`config.mk`:
```
export PLATFORM = sky130hd
export DESIGN_NAME = rf_wr_arb
export DESIGN_NICKNAME = d
export VERILOG_FILES = /design/src/rtl/rf_wr_arb_pkg.sv /design/src/rtl/rf_wr_arb_rr_arb3.sv /design/src/rtl/rf_wr_arb.sv
export SDC_FILE = /design/constraint.sdc
export NUM_CORES = 1
export LEC_CHECK = 0
export ABC_AREA = 1
export CORE_ASPECT_RATIO = 0.75
export CORE_MARGIN = 4
export CORE_UTILIZATION = 31
export CTS_CLUSTER_DIAMETER = 100
export DETAILED_ROUTE_END_ITERATION = 8
export SLEW_MARGIN = 20
export SYNTH_ARGS = -nofsm -noshare
export SYNTH_HDL_FRONTEND = slang
export SYNTH_SLANG_ARGS = --single-unit
```
`constraint.sdc`:
```
create_clock -name clk -period 3.95 [get_ports clk]
set_clock_uncertainty 0.15 [all_clocks]
set_input_delay 0.9875 -clock clk [delete_from_list [all_inputs] [get_ports clk]]
set_output_delay 0.9875 -clock clk [all_outputs]
set_load 0.1 [all_outputs]
```
`src/rtl/rf_wr_arb_pkg.sv`:
```
`default_nettype none
// ============================================================================
// Module   : rf_wr_arb_pkg
// Brief    : Shared requester indices, counts and default widths for rf_wr_arb.
// Revision : 1.0
// ============================================================================
package rf_wr_arb_pkg;

    localparam int c_NUM_REQ           = 3;
    localparam int c_IDX_ALU           = 0;
    localparam int c_IDX_MUL           = 1;
    localparam int c_IDX_SHF           = 2;
    localparam int c_DEF_DATA_WIDTH    = 16;
    localparam int c_DEF_ADDRESS_WIDTH = 4;

    // Round-robin successor over the three requester slots.
    function automatic logic [1:0] f_next_ptr(input logic [1:0] idx);
        return (idx == 2'(c_NUM_REQ - 1)) ? 2'd0 : idx + 2'd1;
    endfunction

endpackage
`default_nettype wire

```
`src/rtl/rf_wr_arb_rr_arb3.sv`:
```
`default_nettype none
// ============================================================================
// Module   : rr_arb3
// Brief    : Three-way round-robin arbiter; one-hot grant to the first
//            requester at or after ptr (mod 3).
// Revision : 1.0
// ============================================================================
module rr_arb3
    import rf_wr_arb_pkg::*;
(
    input  logic [c_NUM_REQ-1:0] req,
    input  logic [1:0]           ptr,
    output logic [c_NUM_REQ-1:0] gnt
);

    logic [1:0] w_idx0;
    logic [1:0] w_idx1;
    logic [1:0] w_idx2;

    assign w_idx0 = ptr;
    assign w_idx1 = f_next_ptr(ptr);
    assign w_idx2 = f_next_ptr(w_idx1);

    always_comb begin
        gnt = '0;
        if (req[w_idx0]) begin
            gnt[w_idx0] = 1'b1;
        end else if (req[w_idx1]) begin
            gnt[w_idx1] = 1'b1;
        end else if (req[w_idx2]) begin
            gnt[w_idx2] = 1'b1;
        end
    end

endmodule
`default_nettype wire

```
`src/rtl/rf_wr_arb.sv`:
```
`default_nettype none
// ============================================================================
// Module   : rf_wr_arb
// Brief    : Register-file write-port arbiter for ALU/MUL/SHF with a
//            per-register busy scoreboard.
// Revision : 1.0
// ============================================================================
module rf_wr_arb
    import rf_wr_arb_pkg::*;
#(
    parameter int DATA_WIDTH    = c_DEF_DATA_WIDTH,
    parameter int ADDRESS_WIDTH = c_DEF_ADDRESS_WIDTH
) (
    input  logic                          clk,
    input  logic                          reset,
    input  logic                          alu_rfa_req,
    input  logic                          mul_rfa_req,
    input  logic                          shf_rfa_req,
    input  logic [ADDRESS_WIDTH-1:0]      alu_rfa_add,
    input  logic [ADDRESS_WIDTH-1:0]      mul_rfa_add,
    input  logic [ADDRESS_WIDTH-1:0]      shf_rfa_add,
    input  logic [DATA_WIDTH-1:0]         alu_rfa_dt,
    input  logic [DATA_WIDTH-1:0]         mul_rfa_dt,
    input  logic [DATA_WIDTH-1:0]         shf_rfa_dt,
    output logic                          rfa_alu_gnt,
    output logic                          rfa_mul_gnt,
    output logic                          rfa_shf_gnt,
    input  logic                          ps_rfa_rsv_En,
    input  logic [ADDRESS_WIDTH-1:0]      ps_rfa_rsv_add,
    output logic                          xb_rf_w_En,
    output logic [ADDRESS_WIDTH-1:0]      ps_xb_wadd,
    output logic [DATA_WIDTH-1:0]         xb_rf_dt,
    output logic [2**ADDRESS_WIDTH-1:0]   rfa_ps_busy
);

    localparam int c_NUM_REGS = 2**ADDRESS_WIDTH;

    logic [c_NUM_REQ-1:0]     w_req;
    logic [c_NUM_REQ-1:0]     w_arb_gnt;
    logic [c_NUM_REQ-1:0]     w_gnt;
    logic [1:0]               w_gnt_idx;
    logic [ADDRESS_WIDTH-1:0] w_sel_add;
    logic [DATA_WIDTH-1:0]    w_sel_dt;
    logic [c_NUM_REGS-1:0]    w_set;
    logic [c_NUM_REGS-1:0]    w_clr;

    logic [1:0]               r_rr_ptr;
    logic                     r_wen;
    logic [ADDRESS_WIDTH-1:0] r_wadd;
    logic [DATA_WIDTH-1:0]    r_wdt;
    logic [c_NUM_REGS-1:0]    r_busy;

    assign w_req[c_IDX_ALU] = alu_rfa_req;
    assign w_req[c_IDX_MUL] = mul_rfa_req;
    assign w_req[c_IDX_SHF] = shf_rfa_req;

    rr_arb3 u_rr_arb3 (
        .req (w_req),
        .ptr (r_rr_ptr),
        .gnt (w_arb_gnt)
    );

    // Masking here kills a grant in the reset cycle, so no write follows it.
    assign w_gnt = reset ? '0 : w_arb_gnt;

    assign rfa_alu_gnt = w_gnt[c_IDX_ALU];
    assign rfa_mul_gnt = w_gnt[c_IDX_MUL];
    assign rfa_shf_gnt = w_gnt[c_IDX_SHF];

    always_comb begin
        w_gnt_idx = 2'(c_IDX_ALU);
        w_sel_add = alu_rfa_add;
        w_sel_dt  = alu_rfa_dt;
        if (w_gnt[c_IDX_MUL]) begin
            w_gnt_idx = 2'(c_IDX_MUL);
            w_sel_add = mul_rfa_add;
            w_sel_dt  = mul_rfa_dt;
        end else if (w_gnt[c_IDX_SHF]) begin
            w_gnt_idx = 2'(c_IDX_SHF);
            w_sel_add = shf_rfa_add;
            w_sel_dt  = shf_rfa_dt;
        end
    end

    // Set is OR-ed after clear so a same-edge reservation wins over a commit.
    always_comb begin
        w_set = '0;
        w_clr = '0;
        if (ps_rfa_rsv_En) begin
            w_set[ps_rfa_rsv_add] = 1'b1;
        end
        if (r_wen) begin
            w_clr[r_wadd] = 1'b1;
        end
    end

    always_ff @(posedge clk) begin
        if (reset) begin
            r_rr_ptr <= 2'd0;
            r_wen    <= 1'b0;
            r_wadd   <= '0;
            r_wdt    <= '0;
            r_busy   <= '0;
        end else begin
            r_wen  <= |w_gnt;
            r_busy <= (r_busy & ~w_clr) | w_set;
            if (|w_gnt) begin
                r_rr_ptr <= f_next_ptr(w_gnt_idx);
                r_wadd   <= w_sel_add;
                r_wdt    <= w_sel_dt;
            end
        end
    end

    assign xb_rf_w_En  = r_wen;
    assign ps_xb_wadd  = r_wadd;
    assign xb_rf_dt    = r_wdt;
    assign rfa_ps_busy = r_busy;

endmodule
`default_nettype wire

```
==> results.sh <==
export IMPL_status="finished, final reports clean"
export IMPL_whs_path_depth=2
export IMPL_post_cts_buffers=0
export IMPL_yosysWarnings=0
export IMPL_final_cell_mix="nand2_1, clkdlybuf4s50_1, nor2_1"
export IMPL_cts_inserted_buffers=5
export IMPL_internal_power_mw=1.25
export IMPL_dieHeight_um=86.0
export IMPL_holdCritPathClass="reg -> reg"
export IMPL_num_fill_cells=817
export IMPL_routed_wl_um=8150
export IMPL_ys_types=26
export IMPL_ctsResizeCount=0
export IMPL_nNetsFinal=577
export IMPL_start_util=0.319
export IMPL_synth_xor_area_frac=0
export IMPL_path_clk_slew_ns=0.08
export IMPL_cellLeakagePower_nw=1.72
export IMPL_grt_pass1_vias=2734
export IMPL_required_ns=2.81
export IMPL_final_common_cell="nand2_1"
export IMPL_ys_ff_latch=39
export IMPL_io_buffer_count=109
export IMPL_power_mw=2.87
export IMPL_cts_root_buffer="clkbuf_8"
export IMPL_setup_tns_ns=0
export IMPL_whs_ns=0.332
export IMPL_synth_top_family_by_area="simple AND/OR/NAND/NOR gates"
export IMPL_netlist_area_um2=2510
export IMPL_synth_nets=474
export IMPL_vias=2839
export IMPL_grt_pass1_wl_um=13400
export IMPL_synth_simple_gate_area_frac=0.479
export IMPL_grt_usage=0.169
export IMPL_avgSynthCellArea_um2=6.22
export IMPL_final_cell_count_no_fill=613
export IMPL_setup_viol=0
export IMPL_antenna_found_initial=0
export IMPL_dp_cells=605
export IMPL_fin_crit_ns=3.57
export IMPL_drt_pass1_iter_count=4
export IMPL_p_sw_mw=1.61
export IMPL_fmax_ghz=0.280
export IMPL_critPathKind="in -> out"
export IMPL_drt_iter0_drc=179
export IMPL_htree_levels=2
export IMPL_p_seq_frac=0.207
export IMPL_worst_r2r_cell_count=10
export IMPL_core_area_um2=7880
export IMPL_ys_seq_area_frac=0.311
export IMPL_area_delta_synth_final_pct=52.3
export IMPL_drc_errors=0
export IMPL_cts_tree="built"
export IMPL_path_max_fanout=18
export IMPL_ir_worst_vdd_uv=425
export IMPL_cp_arrival_ns=2.43
export IMPL_swShare=0.563
export IMPL_post_route_period_util=0.903
export IMPL_clkLatencyLatePin_ns=0.29
export IMPL_die_area_um2=9620
export IMPL_cts_path_max_buffers=2
export IMPL_row_count=28
export IMPL_end_kind="output port"
export IMPL_dp_hpwl_um=6260
export IMPL_critPathLaunchType="input port"
export IMPL_drv_slew=0
export IMPL_maxCapViolCount=0
export IMPL_routedWlPerCell_um=13.3
export IMPL_drtAntennaViolNets=0
export IMPL_place_congestion=0.842
export IMPL_rsz0062_at_grt="false"
export IMPL_cts_sinks=39
export IMPL_combinationalPowerShare=0.653
export IMPL_pwr_density_cell_nw_per_um2=749
export IMPL_drive_above_1_share=0.0827
export IMPL_p_clk_frac=0.140
export IMPL_place_area_um2=3690
export IMPL_synth_adder_area_share=0
export IMPL_grt_max_degree=40
export IMPL_worst_slew_pin_slew_ns=1.01
export IMPL_viasPerCell=4.63
export IMPL_die_w_um=112
export IMPL_hold_viol_final=0
export IMPL_synth_compound_area_frac=0.0817
export IMPL_synth_area_mux_share=0
export IMPL_antenna_cells=0
export IMPL_pin_count=110
export IMPL_syn_inst=404
export IMPL_fin_area_um2=3830
export IMPL_grt_remaining_overflow=0
export IMPL_holdBufCountCts=0
export IMPL_relSlewSlack=0.327
==> power by group through the flow <==
stage          Sequential, mW  Combinational, mW  Clock [mW]
2_1_floorplan            1.28              0.744           0
3_3_place_gp            0.596               1.86           0
3_5_place_dp            0.601               1.88           0
4_1_cts                 0.594               1.88       0.408
5_1_grt                 0.610               2.02       0.425
6_report                0.593               1.87       0.402
==> worst paths after layout <==
path / slack (ns) / to / startpoint
setup reg to reg: 1.51 / xb_rf_dt[7]$_SDFFE_PP0P_ / r_rr_ptr[0]$_SDFFE_PP0P_
hold reg to reg: 0.33 / rfa_ps_busy[9]$_SDFF_PP0_ / rfa_ps_busy[9]$_SDFF_PP0_
hold / removal: 0.33 / rfa_ps_busy[9]$_SDFF_PP0_ / rfa_ps_busy[9]$_SDFF_PP0_
setup / recovery: 0.38 / rfa_mul_gnt / mul_rfa_req
==> cells by family (layout without fill, tap and decap cells) <==
family                 count (synthesis)  count (layout)
AO/OA/AOI/OAI                         37              37
flip-flops                            39              39
buffers and inverters                 72             176
AND/OR/NAND/NOR                      256             256
==> critical path, cell delays in order <==
cell             delay (ns)
clkdlybuf4s50_1        0.51
nand3_2                0.15
nand2_2                0.09
nor2_4                 0.12
nand3_4                0.21
nand2_4                0.15
inv_4                  0.05
buf_12                 0.16
==> Yosys cell counts (all sizes together) <==
cell type / instances / area share
nand4: 17 / 0.042
nor2: 64 / 0.10
o2111a: 1 / 0.0045
clkbuf: 6 / 0.0090
nand3: 44 / 0.10
o211ai: 1 / 0.0030
nand3b: 18 / 0.054
inv: 50 / 0.076
buf: 16 / 0.044
or2: 6 / 0.015
dfxtp: 39 / 0.31
nand2: 107 / 0.16
o21ai: 17 / 0.034
a21oi: 18 / 0.040
==> per-stage QoR <==
step | util | setup WS [ns]
final | 0.486 | 0.382
after global routing | 0.486 | 0.314
after CTS | 0.486 | 0.389
after detailed placement | 0.468 | 0.398
after global placement | 0.468 | 0.442
after floorplan | - | 0.449
==> routing by layer <==
metal,vias to the layer above,track usage,share of wire
met4,0,0.0426,0.011
met3,7,0.0416,0.080
met5,-,0,0
met2,98,0.264,0.44
met1,1249,0.235,0.47
li1,1485,-,-
==> sequential cells by signal, summed over array words and instances (netlist names) <==
signal / count
ps_xb_wadd: 4
r_rr_ptr: 2
rfa_ps_busy: 16
xb_rf_dt: 16
xb_rf_w_En: 1
==> cell type report <==
type                            instances  area (um^2)  area share
Multi-Input combinational cell        293         1410       0.369
Timing Repair Buffer                  118         1180       0.307
Sequential cell                        39          781       0.204
Inverter                               50          190      0.0497
Tap cell                              105          131      0.0343
Clock buffer                            5         68.8      0.0180
Clock inverter                          3         67.6      0.0177
(Power assumes the default switching activity.)
